[src/rtl/tmds_pkg.sv]
// Shared definitions for the TMDS receive channel: symbol/data widths,
// the four DVI control tokens, the alignment FSM states and offset stepping.
package tmds_pkg;

  localparam int unsigned SYM_W      = 10;
  localparam int unsigned DATA_W     = 8;
  localparam int unsigned OFFSET_W   = 4;

  localparam logic [SYM_W-1:0] CTRL_TOKEN_00 = 10'b1101010100;
  localparam logic [SYM_W-1:0] CTRL_TOKEN_01 = 10'b0010101011;
  localparam logic [SYM_W-1:0] CTRL_TOKEN_10 = 10'b0101010100;
  localparam logic [SYM_W-1:0] CTRL_TOKEN_11 = 10'b1010101011;

  typedef enum logic [1:0] {
    SEARCH,
    VERIFY,
    LOCKED
  } fsm_state_t;

  // Bit offsets cycle 0..9 within the 20-bit window.
  function automatic logic [OFFSET_W-1:0] next_offset(input logic [OFFSET_W-1:0] cur);
    return (cur == OFFSET_W'(SYM_W - 1)) ? '0 : cur + 1'b1;
  endfunction

endpackage

[src/rtl/tmds_symbol_decode.sv]
// Combinational TMDS symbol decoder: undoes the optional inversion (q[9]) and
// the XOR/XNOR transition coding (q[8]); flags the four control tokens.
module tmds_symbol_decode
  import tmds_pkg::*;
(
  input  logic [SYM_W-1:0]  q,
  output logic [DATA_W-1:0] data,
  output logic [1:0]        ctrl,
  output logic              is_ctrl
);

  logic [DATA_W-1:0] d;

  // Data recovery plus control-token classification.
  always_comb begin
    d       = q[9] ? ~q[7:0] : q[7:0];
    data    = '0;
    data[0] = d[0];
    for (int unsigned i = 1; i < DATA_W; i++) begin
      data[i] = q[8] ? (d[i] ^ d[i-1]) : ~(d[i] ^ d[i-1]);
    end
    ctrl    = '0;
    is_ctrl = 1'b1;
    case (q)
      CTRL_TOKEN_00: ctrl = 2'b00;
      CTRL_TOKEN_01: ctrl = 2'b01;
      CTRL_TOKEN_10: ctrl = 2'b10;
      CTRL_TOKEN_11: ctrl = 2'b11;
      default:       is_ctrl = 1'b0;
    endcase
  end

endmodule

[src/rtl/tmds_channel_decoder.sv]
// One TMDS receive channel after the 1:10 deserializer: finds the 10-bit
// symbol boundary by hunting for control-token runs, then decodes symbols.
// Optional build macro TMDS_DEC_STATS_EN adds the o_lock_losses counter.
module tmds_channel_decoder
  import tmds_pkg::*;
#(
  parameter int unsigned CTRL_RUN_MIN = 8,
  parameter int unsigned SEARCH_DWELL = 2048,
  parameter int unsigned LOCK_TIMEOUT = 4096
) (
  input  logic                i_clk,
  input  logic                i_rst,
  input  logic [SYM_W-1:0]    i_tmds,
  output logic [DATA_W-1:0]   o_data,
  output logic [1:0]          o_control,
  output logic                o_de,
  output logic                o_locked,
  output logic [OFFSET_W-1:0] o_offset
`ifdef TMDS_DEC_STATS_EN
  ,
  output logic [15:0]         o_lock_losses
`endif
);

  localparam int unsigned RUN_W   = $clog2(CTRL_RUN_MIN + 1);
  localparam int unsigned DWELL_W = (SEARCH_DWELL > 1) ? $clog2(SEARCH_DWELL) : 1;
  localparam int unsigned WD_W    = (LOCK_TIMEOUT > 1) ? $clog2(LOCK_TIMEOUT) : 1;

  localparam logic [RUN_W-1:0]   RUN_FULL   = RUN_W'(CTRL_RUN_MIN);
  localparam logic [RUN_W-1:0]   RUN_ONE    = RUN_W'(1);
  localparam logic [DWELL_W-1:0] DWELL_LAST = DWELL_W'(SEARCH_DWELL - 1);
  localparam logic [WD_W-1:0]    WD_LAST    = WD_W'(LOCK_TIMEOUT - 1);

  logic [SYM_W-1:0]    prev;
  logic [SYM_W-1:0]    sym;
  logic [SYM_W-1:0]    sym_next;
  logic [OFFSET_W-1:0] offset, offset_n;
  fsm_state_t          state, state_n;
  logic [RUN_W-1:0]    run, run_n, run_inc;
  logic [DWELL_W-1:0]  dwell, dwell_n;
  logic [WD_W-1:0]     wd, wd_n;
  logic                lost;

  logic [DATA_W-1:0]   dec_data;
  logic [1:0]          dec_ctrl;
  logic                dec_is_ctrl;

  tmds_symbol_decode u_decode (
    .q       (sym),
    .data    (dec_data),
    .ctrl    (dec_ctrl),
    .is_ctrl (dec_is_ctrl)
  );

  // Symbol extraction from the two most recent words at the current offset.
  always_comb begin
    sym_next = SYM_W'({i_tmds, prev} >> offset);
  end

  // Word history and registered symbol.
  always_ff @(posedge i_clk) begin
    if (i_rst) begin
      prev <= '0;
      sym  <= '0;
    end else begin
      prev <= i_tmds;
      sym  <= sym_next;
    end
  end

  // Alignment FSM: next state and counter updates from the registered symbol.
  always_comb begin
    state_n  = state;
    run_n    = run;
    dwell_n  = dwell;
    wd_n     = wd;
    offset_n = offset;
    lost     = 1'b0;
    run_inc  = (run == RUN_FULL) ? run : run + 1'b1;
    case (state)
      SEARCH: begin
        if (dec_is_ctrl) begin
          state_n = VERIFY;
          run_n   = RUN_ONE;
        end else if (dwell == DWELL_LAST) begin
          offset_n = next_offset(offset);
          dwell_n  = '0;
        end else begin
          dwell_n = dwell + 1'b1;
        end
      end
      VERIFY: begin
        if (dec_is_ctrl) begin
          run_n = run_inc;
          if (run_inc == RUN_FULL) begin
            state_n = LOCKED;
            wd_n    = '0;
          end
        end else begin
          state_n = SEARCH;
          dwell_n = '0;
          run_n   = '0;
        end
      end
      LOCKED: begin
        run_n = dec_is_ctrl ? run_inc : '0;
        if (dec_is_ctrl && (run_inc == RUN_FULL)) begin
          wd_n = '0;
        end else if (wd == WD_LAST) begin
          state_n  = SEARCH;
          offset_n = next_offset(offset);
          dwell_n  = '0;
          wd_n     = '0;
          run_n    = '0;
          lost     = 1'b1;
        end else begin
          wd_n = wd + 1'b1;
        end
      end
      default: begin
        state_n = SEARCH;
      end
    endcase
  end

  // Alignment FSM state and counter registers.
  always_ff @(posedge i_clk) begin
    if (i_rst) begin
      state  <= SEARCH;
      run    <= '0;
      dwell  <= '0;
      wd     <= '0;
      offset <= '0;
    end else begin
      state  <= state_n;
      run    <= run_n;
      dwell  <= dwell_n;
      wd     <= wd_n;
      offset <= offset_n;
    end
  end

  // Output registers; lock flag reflects the state that judged this symbol.
  always_ff @(posedge i_clk) begin
    if (i_rst) begin
      o_data    <= '0;
      o_control <= '0;
      o_de      <= 1'b0;
      o_locked  <= 1'b0;
    end else begin
      o_locked  <= (state == LOCKED);
      o_de      <= (state == LOCKED) && !dec_is_ctrl;
      o_data    <= ((state == LOCKED) && !dec_is_ctrl) ? dec_data : '0;
      o_control <= ((state == LOCKED) && dec_is_ctrl) ? dec_ctrl : '0;
    end
  end

  always_comb begin
    o_offset = offset;
  end

`ifdef TMDS_DEC_STATS_EN
  logic [15:0] losses;

  // Saturating count of LOCKED->SEARCH transitions.
  always_ff @(posedge i_clk) begin
    if (i_rst) begin
      losses <= '0;
    end else if (lost && (losses != '1)) begin
      losses <= losses + 1'b1;
    end
  end

  always_comb begin
    o_lock_losses = losses;
  end
`endif

endmodule

[config.mk]
export PLATFORM = sky130hd
export DESIGN_NAME = tmds_channel_decoder
export DESIGN_NICKNAME = d
export VERILOG_FILES = /design/src/rtl/tmds_pkg.sv /design/src/rtl/tmds_symbol_decode.sv /design/src/rtl/tmds_channel_decoder.sv
export SDC_FILE = /design/constraint.sdc
export NUM_CORES = 1
export LEC_CHECK = 0
export CORE_ASPECT_RATIO = 0.6
export CORE_MARGIN = 4
export CORE_UTILIZATION = 30
export DETAILED_ROUTE_END_ITERATION = 10
export PLACE_DENSITY = 0.56
export REMOVE_ABC_BUFFERS = 1
export SYNTH_ARGS = -nofsm -noshare
export SYNTH_HDL_FRONTEND = slang
export SYNTH_SLANG_ARGS = --single-unit
export TNS_END_PERCENT = 20
[constraint.sdc]
create_clock -name i_clk -period 3.3 [get_ports i_clk]
set_input_delay 0.33 -clock i_clk [delete_from_list [all_inputs] [get_ports i_clk]]
set_output_delay 0.33 -clock i_clk [all_outputs]
set_load 0.05 [all_outputs]
==> impl_metrics.yaml, run 1 <==
outcome:
  outcome: "finished clean"
clocking:
  post_cts_resize_count: 0
  tritoncts: "built"
  cts_buffers: 9
  clk_pin_slew_ps: 50
  post_cts_buffers: 0
  insertion_delay_ps: 330
  htree_num_levels: 3
  clockBufferDepth: 2
  cts.sinks: 65
  cts-root-buf: "clkbuf_16"
  ctsHoldBuffers: 0
die:
  core.rowCount: 31
  start_util: 0.307
  die_area_sq_um: 14300
  die_y_um: 94.3
  io_pins: 28
  fp.dieW_um: 152
  core_sq_um: 12100
finish:
  antenna_cells: 0
  drive_above_1_share: 0.0966
  fill_cells: 1246
  postLayoutCoreUtil: 0.370
  finalNetCount: 483
  syn2layout_area_growth_pct: 20.5
  stdcell_count: 631
logic_synthesis:
  synth-edff-count: 0
  synth_cell_types: 60
  yosys-top-cells-area: "dfxtp_1 (35%), mux2i_1 (8.6%), nor2_1 (5.6%), nor2b_1 (3.7%), ha_1 (3.4%)"
  yosysTopAreaCellShare: 0.350
  synthArstFlopShare: 0
  ys.flop_type: "dfxtp_1"
  ys.warnings.count: 0
  synth_top_area_cell: "dfxtp_1"
  syn_inst: 437
  avgSynthCellArea_sq_um: 8.52
  yosysMostFrequentCell: "dfxtp_1"
  ys_ff_latch: 65
  ys_seq_area_frac: 0.350
  syn_area_sq_um: 3720
  synth_common_cells: "dfxtp_1 (65), nor2_1 (56), mux2i_1 (32), nand2_1 (25), a21oi_1 (24)"
critical_path:
  worst_path_largest_cell_delay_ps: 620
  crit_fanout: 8
  critPathKind: "flop to flop"
  crit_path_end_kind: "flop"
  r2r_start: "sym[6]$_SDFF_PP0_"
  worstPathRequired_ps: 3500
  worstPathCellList: "inv_1, ha_1, nor4bb_1, nand4_1, a211oi_1, o22ai_1, nand2b_1, nor2_1"
  cp_slowest_cell: "a211oi_1"
  critPathBufInv: 1
  critPathArrivalTime_ps: 2840
  cpLargestDelayFamily: "simple AND/OR/NAND/NOR gates"
  start_kind: "flop"
  crit_start: "sym[6]$_SDFF_PP0_"
sta:
  relSlewSlack: 0.544
  setup_viol_count_final: 0
  drv_slew: 0
  period_minus_slack_ps: 2650
  grt_setup_unrepaired: "no"
  max_freq_ghz: 0.378
  tightestPinTransition_ps: 683
  finalHoldViolCount: 0
  tns_ps: 0
  period_share: 0.802
  finalClockSkew_ps: 6.34
global_routing:
  antenna_found_initial: 0
  grt_max_degree: 32
  grt_pass1_wl_um: 15500
  gr-total-overflow: 0
  grt_usage: 0.138
  grt_pass1_vias: 3036
detailed_routing:
  drt-vias-per-instance: 5.02
  postRouteWirelength_um: 8980
  wire_per_inst_um: 14.2
  first_pass_iters: 4
  drt-initial-drc-count: 192
  antenna_left: 0
  route.detailed.drc: 0
  vias: 3169
pwr:
  ir_drop_mv: 0.314
  leakage_nw: 1.53
  pwr_density_cell_nw_per_um2: 436
  power_mw: 1.95
job:
  drv_cap: 0
hold_path:
  min_from: "dwell[4]$_SDFFE_PP0P_"
  min_path_type: "flop to flop"
place:
  numPortBuffers: 27
  place_inst: 615
  routabilityCongestion: 0.827
  dpl.hpwl_um: 6740
[metrics by stage]
step | cell area (sq um) | setup WS (ps) | hold WS, ps
global placement | 4160 | 784 | 484
floorplan | 3620 | 774 | 395
detailed placement | 4160 | 676 | 491
global route | 4480 | 403 | 516
finish | 4480 | 654 | 502
CTS | 4480 | 649 | 500
[path summary, 6_finish.rpt]
check | slack (ps) | to | depth (start not counted)
min | 500 | dwell[4]$_SDFFE_PP0P_ | 1
min reg2reg | 500 | dwell[4]$_SDFFE_PP0P_ | 1
max reg2reg | 650 | wd[3]$_SDFFE_PP0P_ | 8
max | 650 | wd[3]$_SDFFE_PP0P_ | 8
[cells in the final DEF (no fill, tap or decap), drive strengths merged, types with 5 or more instances in the layout]
cell / count
dfxtp: 65
nor2: 58
mux2i: 33
clkdlybuf4s50: 26
nand2: 25
a21oi: 24
nor2b: 23
o21ai: 22
inv: 18
a211oi: 15
xnor2: 12
nand3: 10
ha: 10
clkbuf: 10
buf: 10
xor2: 8
nand4: 7
o31ai: 7
nor3: 6
a31oi: 5
o211ai: 5
o2111ai: 5
[layer usage]
metal	vias to the layer above	GRT usage	wire length [um]	part of all wire
met2	56	0.185	3370	0.38
met1	1484	0.211	5020	0.56
li1	1624	-	-	-
met5	-	0	0	0
met4	0	0.0426	88	0.0098
met3	5	0.0371	504	0.056
[kinds of logic (layout without fill, tap and decap cells)]
group / count (synthesis) / count (layout) / share of synthesized area
mux: 39 / 39 / 0.114
buf+inv: 41 / 70 / 0.0444
flops: 65 / 65 / 0.350
xor+xnor: 20 / 20 / 0.0471
fa+ha+maj: 10 / 10 / 0.0336
compound gates: 97 / 97 / 0.181
simple gates: 165 / 165 / 0.231
[area by class of cell]
type / count / area, sq um / area share
multi-input combinational: 331 / 2250 / 0.503
sequential: 65 / 1300 / 0.290
timing repair buffer: 36 / 333 / 0.0742
clock buffer: 10 / 229 / 0.0511
tap: 165 / 206 / 0.0461
clock inverter: 6 / 91.3 / 0.0204
inverter: 18 / 67.6 / 0.0151
[state kept, by name, indices dropped and copies added, names as in the netlist]
register	flops
dwell	11
state	2
prev	10
o_data	8
o_control	2
o_offset	4
o_locked	1
wd	12
sym	10
run	4
o_de	1
[report_power, final]
part / switching, mW / internal (mW)
logic: 0.0542 / 0.0523
clock network: 0.358 / 0.665
registers: 0.0191 / 0.805
total: 0.431 / 1.52
No activity file was read; power rests on OpenSTA's default activity.
==> run 2: changes to the inputs <==
clock period = 2.6 ns   (was 3.3 ns; I/O delays follow)
==> run 2 against run 1 <==
  * Critical path depth is the same
  * Largest power group unchanged
  * Highest routed layer unchanged
  * Sequential share of layout area shrank 0.47 points
  * Largest cell class unchanged
  * Die area is the same
  * Critical path type unchanged
  * Via count grew 0.69%
==> impl_metrics.yaml, run 2 (synthesis results as in run 1) <==
outcome:
  outcome: "finished clean"
die:
  core.rowCount: 31
  start_util: 0.307
  io_pins: 28
  die_y_um: 94.3
  fp.dieW_um: 152
  die_area_sq_um: 14300
  core_sq_um: 12100
critical_path:
  r2r-end: "dwell[10]$_SDFFE_PP0P_"
  crit_start: "run[0]$_SDFFE_PP0P_"
  r2r_start: "run[0]$_SDFFE_PP0P_"
  start_kind: "flop"
  worstPathRequired_ps: 2860
  crit_fanout: 13
  critPathKind: "flop to flop"
  rrSetupSlack_ps: 200
  crit_path_end_kind: "flop"
  r2r_cells: 8
  critPathArrivalTime_ps: 2660
sta:
  finalHoldViolCount: 0
  drv_slew: 0
  period_share: 0.922
  grt_setup_unrepaired: "no"
  setup_viol_count_final: 0
  tightestPinTransition_ps: 563
  period_minus_slack_ps: 2400
  max_freq_ghz: 0.417
  fin_ws_ps: 203
  tns_ps: 0
  relSlewSlack: 0.624
  finalClockSkew_ps: 6.20
pwr:
  ir_drop_mv: 0.305
  leakage_nw: 1.58
  power_mw: 2.50
  pwr_density_cell_nw_per_um2: 549
finish:
  regMostFlops: "wd"
  final_cell_mix: "dfxtp_1 (64), nor2_1 (56), mux2i_1 (32)"
  top_regs: "wd (12), dwell (11)"
  fill_cells: 1245
  syn2layout_area_growth_pct: 22.6
  largest_reg_flops: 12
  antenna_cells: 0
  drive_above_1_share: 0.119
  final_common_cell: "dfxtp_1"
  finalNetCount: 489
  final_area_sq_um: 4560
  postLayoutCoreUtil: 0.377
job:
  drv_cap: 0
clocking:
  cts.sinks: 65
  clk_pin_slew_ps: 60
  insertion_delay_ps: 340
  htree_num_levels: 3
  tritoncts: "built"
  clockBufferDepth: 2
  cts-root-buf: "clkbuf_16"
  cts_buffers: 9
place:
  numPortBuffers: 27
  routabilityCongestion: 0.865
  dpl.hpwl_um: 6520
  dpl_cell_area_sq_um: 4190
  dp_slack_ps: 53.0
hold_path:
  hold_depth: 2
  min_from: "i_rst"
  min_to: "o_offset[1]$_SDFFE_PP0P_"
  min_path_type: "input pin to flop"
detailed_routing:
  first_pass_iters: 5
  vias: 3191
  wire_per_inst_um: 13.8
  drt-vias-per-instance: 5.01
  postRouteWirelength_um: 8810
  route.detailed.drc: 0
  antenna_left: 0
  drt-initial-drc-count: 137
global_routing:
  grt_pass1_wl_um: 15100
  gr-total-overflow: 0
  grt_usage: 0.133
  grt_pass1_vias: 3002
  grt_max_degree: 30
  antenna_found_initial: 0
## run 2: metal layers
metal | share of wire | GRT usage | vias to the layer above
met3 | 0.050 | 0.0366 | 11
li1 | - | - | 1636
met5 | 0 | 0 | -
met1 | 0.56 | 0.202 | 1479
met4 | 0.016 | 0.0493 | 0
met2 | 0.38 | 0.175 | 65
## run 2: worst max-delay path by stage
stage,end,depth (start not counted),slack [ps]
floorplan,sym[5]$_SDFF_PP0_,5,70
global placement,dwell[4]$_SDFFE_PP0P_,8,200
detailed placement,dwell[5]$_SDFFE_PP0P_,8,50
CTS,dwell[5]$_SDFFE_PP0P_,8,40
global route,dwell[8]$_SDFFE_PP0P_,8,10
finish,dwell[10]$_SDFFE_PP0P_,8,200
## run 2: final cells by class
class	count	area, sq um	share of cell area
clock buffers	10	239	0.0524
multi-input cells	331	2280	0.500
flip-flops and latches	65	1300	0.286
clock inverters	6	90.1	0.0197
well taps	165	206	0.0453
repair buffers	42	375	0.0823
inverters	18	67.6	0.0148
## run 2: worst max-delay path: stages (launching register included)
cell and delay [ps]:
dfxtp_2 420, inv_1 70, ha_1 220, and3b_1 230, o22ai_4 260, or2_2 210
o2111ai_4 230, or4b_1 550, a21oi_1 140
## run 2: metrics by stage
stage | std cells | hold WS, ps
6_report | 637 | 411
5_1_grt | 637 | 430
4_1_cts | 635 | 400
3_5_place_dp | 619 | 487
3_3_place_gp | 619 | 481
2_1_floorplan | 414 | 325
## run 2: report_power, final
group / switching [mW] / internal [mW]
combinational: 0.0691 / 0.0672
sequential: 0.0235 / 1.02
clock: 0.456 / 0.868
## run 2: repair_timing
| action | CTS | global route |
|---|---|---|
| hold buffers | 0 | 0 |
| endpoints found under the setup margin | 0 | 17 |
| buffers inserted | 0 | 2 |
| gates resized for setup | 0 | 5 |
==> run 3: changes to the inputs <==
CORE_ASPECT_RATIO = 1.4   (was 0.6)
==> run 3 against run 2 <==
  * Setup slack better by 19 ps
  * Non-clock buffer count grew 5
  * Sequential share of layout area shrank 0.22 points
  * Sequential cell count stayed put
  * Count of clock-buffer cells in the layout unchanged
  * First-iteration DRC count grew 19%
  * Critical path type unchanged
  * Critical endpoint is now dwell[5]$_SDFFE_PP0P_
==> impl_metrics.yaml, run 3 (synthesis results as in run 1) <==
outcome:
  outcome: "finished clean"
critical_path:
  crit_start: "run[0]$_SDFFE_PP0P_"
  worst_path_largest_cell_delay_ps: 470
  endpoint: "dwell[5]$_SDFFE_PP0P_"
  critPathKind: "flop to flop"
  crit_path_end_kind: "flop"
  critPathBufInv: 1
  r2r_cells: 8
  start_kind: "flop"
  cp_slowest_cell: "or3_4"
  worstPathCellList: "inv_1, ha_1, and3b_1, o22ai_4, or2_2, o2111ai_4, or3_4, o31ai_1"
  worstPathRequired_ps: 2840
  crit_fanout: 14
  r2r-end: "dwell[5]$_SDFFE_PP0P_"
  cpLargestDelayFamily: "simple AND/OR/NAND/NOR gates"
  cp.depth: 8
  rrSetupSlack_ps: 220
  critPathArrivalTime_ps: 2620
  r2r_start: "run[0]$_SDFFE_PP0P_"
job:
  drv_cap: 0
clocking:
  cts_buffers: 9
  tritoncts: "built"
  cts-root-buf: "clkbuf_16"
  clockBufferDepth: 2
  insertion_delay_ps: 330
  htree_num_levels: 3
  cts.sinks: 65
  clk_pin_slew_ps: 60
  ctsHoldBuffers: 0
sta:
  max_freq_ghz: 0.420
  period_share: 0.915
  tns_ps: 0
  period_minus_slack_ps: 2380
  relSlewSlack: 0.642
  finalClockSkew_ps: 5.31
  grt_setup_unrepaired: "no"
  setup_viol_count_final: 0
  finalHoldViolCount: 0
  tightestPinTransition_ps: 535
  fin_ws_ps: 222
  drv_slew: 0
finish:
  final_cell_mix: "dfxtp_1 (64), nor2_1 (56), mux2i_1 (32)"
  drive_above_1_share: 0.124
  stdcell_count: 624
  multi_input_area_sq_um: 2280
  antenna_cells: 0
  syn2layout_area_growth_pct: 23.5
  top_regs: "wd (12), dwell (11)"
  regMostFlops: "wd"
  final-seq-area_sq_um: 1300
  fill_cells: 1224
  largest_reg_flops: 12
  final_common_cell: "dfxtp_1"
  finalNetCount: 494
global_routing:
  gr-total-overflow: 0
  antenna_found_initial: 0
  grt_pass1_wl_um: 15100
  grt_usage: 0.130
  grt_max_degree: 22
  grt_pass1_vias: 3186
die:
  die_area_sq_um: 14300
  die_y_um: 140
  fp.dieW_um: 102
  core_sq_um: 12000
  core.rowCount: 47
  io_pins: 28
  start_util: 0.310
detailed_routing:
  met1_length_um: 3890
  first_pass_iters: 6
  highest_layer: "met4"
  drt-vias-per-instance: 5.12
  wl_met2_um: 4570
  wire_per_inst_um: 14.3
  met3RoutedLength_um: 254
  drt-initial-drc-count: 163
  vias: 3197
  antenna_left: 0
  route.detailed.drc: 0
  postRouteWirelength_um: 8950
place:
  dpl.hpwl_um: 6640
  numPortBuffers: 27
  dp_slack_ps: 13.3
  place_inst: 605
  routabilityCongestion: 0.823
pwr:
  p_int_mw: 2.03
  pwr_density_cell_nw_per_um2: 562
  power_mw: 2.58
  seq_power_share: 0.404
  combPwrFrac: 0.055
  leakage_nw: 1.61
  power_frac_clock: 0.541
  switching_share: 0.213
  ir_drop_mv: 0.299
  switching_power_mw: 0.549
hold_path:
  min_path_type: "flop to flop"
## run 3: cell type report
class | count | area share
Multi-Input combinational cell | 331 | 0.496
Tap cell | 147 | 0.0400
Timing Repair Buffer | 47 | 0.0909
Inverter | 18 | 0.0147
Clock buffer | 10 | 0.0498
Clock inverter | 6 | 0.0250
Sequential cell | 65 | 0.283
## run 3: per-layer routing
| layer | up-vias | track usage |
|---|---|---|
| li1 | 1633 | - |
| met1 | 1498 | 0.152 |
| met2 | 46 | 0.222 |
| met3 | 20 | 0.0330 |
| met4 | 0 | 0.0539 |
| met5 | - | 0 |
## run 3: worst reg2reg max path, cell delays in order (launching register included)
cell and delay [ps]:
dfxtp_2 410, inv_1 60, ha_1 220, and3b_1 230, o22ai_4 250, or2_2 200, o2111ai_4 230, or3_4 480
o31ai_1 220
## run 3: how the worst min path moves through the flow
stage | endpoint | depth (start not counted) | startpoint
after floorplan | state[0]$_SDFFE_PP0P_ | 1 | i_rst
after global placement | wd[1]$_SDFFE_PP0P_ | 2 | wd[1]$_SDFFE_PP0P_
after detailed placement | wd[1]$_SDFFE_PP0P_ | 2 | wd[1]$_SDFFE_PP0P_
after CTS | wd[1]$_SDFFE_PP0P_ | 2 | wd[1]$_SDFFE_PP0P_
after global routing | dwell[1]$_SDFFE_PP0P_ | 2 | dwell[1]$_SDFFE_PP0P_
final | run[1]$_SDFFE_PP0P_ | 2 | run[1]$_SDFFE_PP0P_
## run 3: what timing repair did
item,in CTS,in global routing
buffers inserted,0,3
pin swaps,0,2
endpoints found under the setup margin,1,17
resized for setup,1,4
hold endpoints to repair,0,0
## run 3: per-stage QoR
stage               hold slack [ps]  cell area [sq um]  utilization
finish                          491               4600        0.383
global route                    510               4600        0.383
CTS                             498               4560        0.380
detailed placement              484               4200        0.350
global placement                475               4200        0.350
floorplan                       325               3620            -
## run 3: power groups by stage
| stage | registers, mW | clock network [mW] | logic (mW) |
|---|---|---|---|
| 6_report | 1.04 | 1.40 | 0.141 |
| 5_1_grt | 1.05 | 1.47 | 0.157 |
| 4_1_cts | 1.04 | 1.44 | 0.141 |
| 3_5_place_dp | 1.06 | 0 | 0.139 |
| 3_3_place_gp | 1.06 | 0 | 0.137 |
| 2_1_floorplan | 1.06 | 0 | 0.0840 |
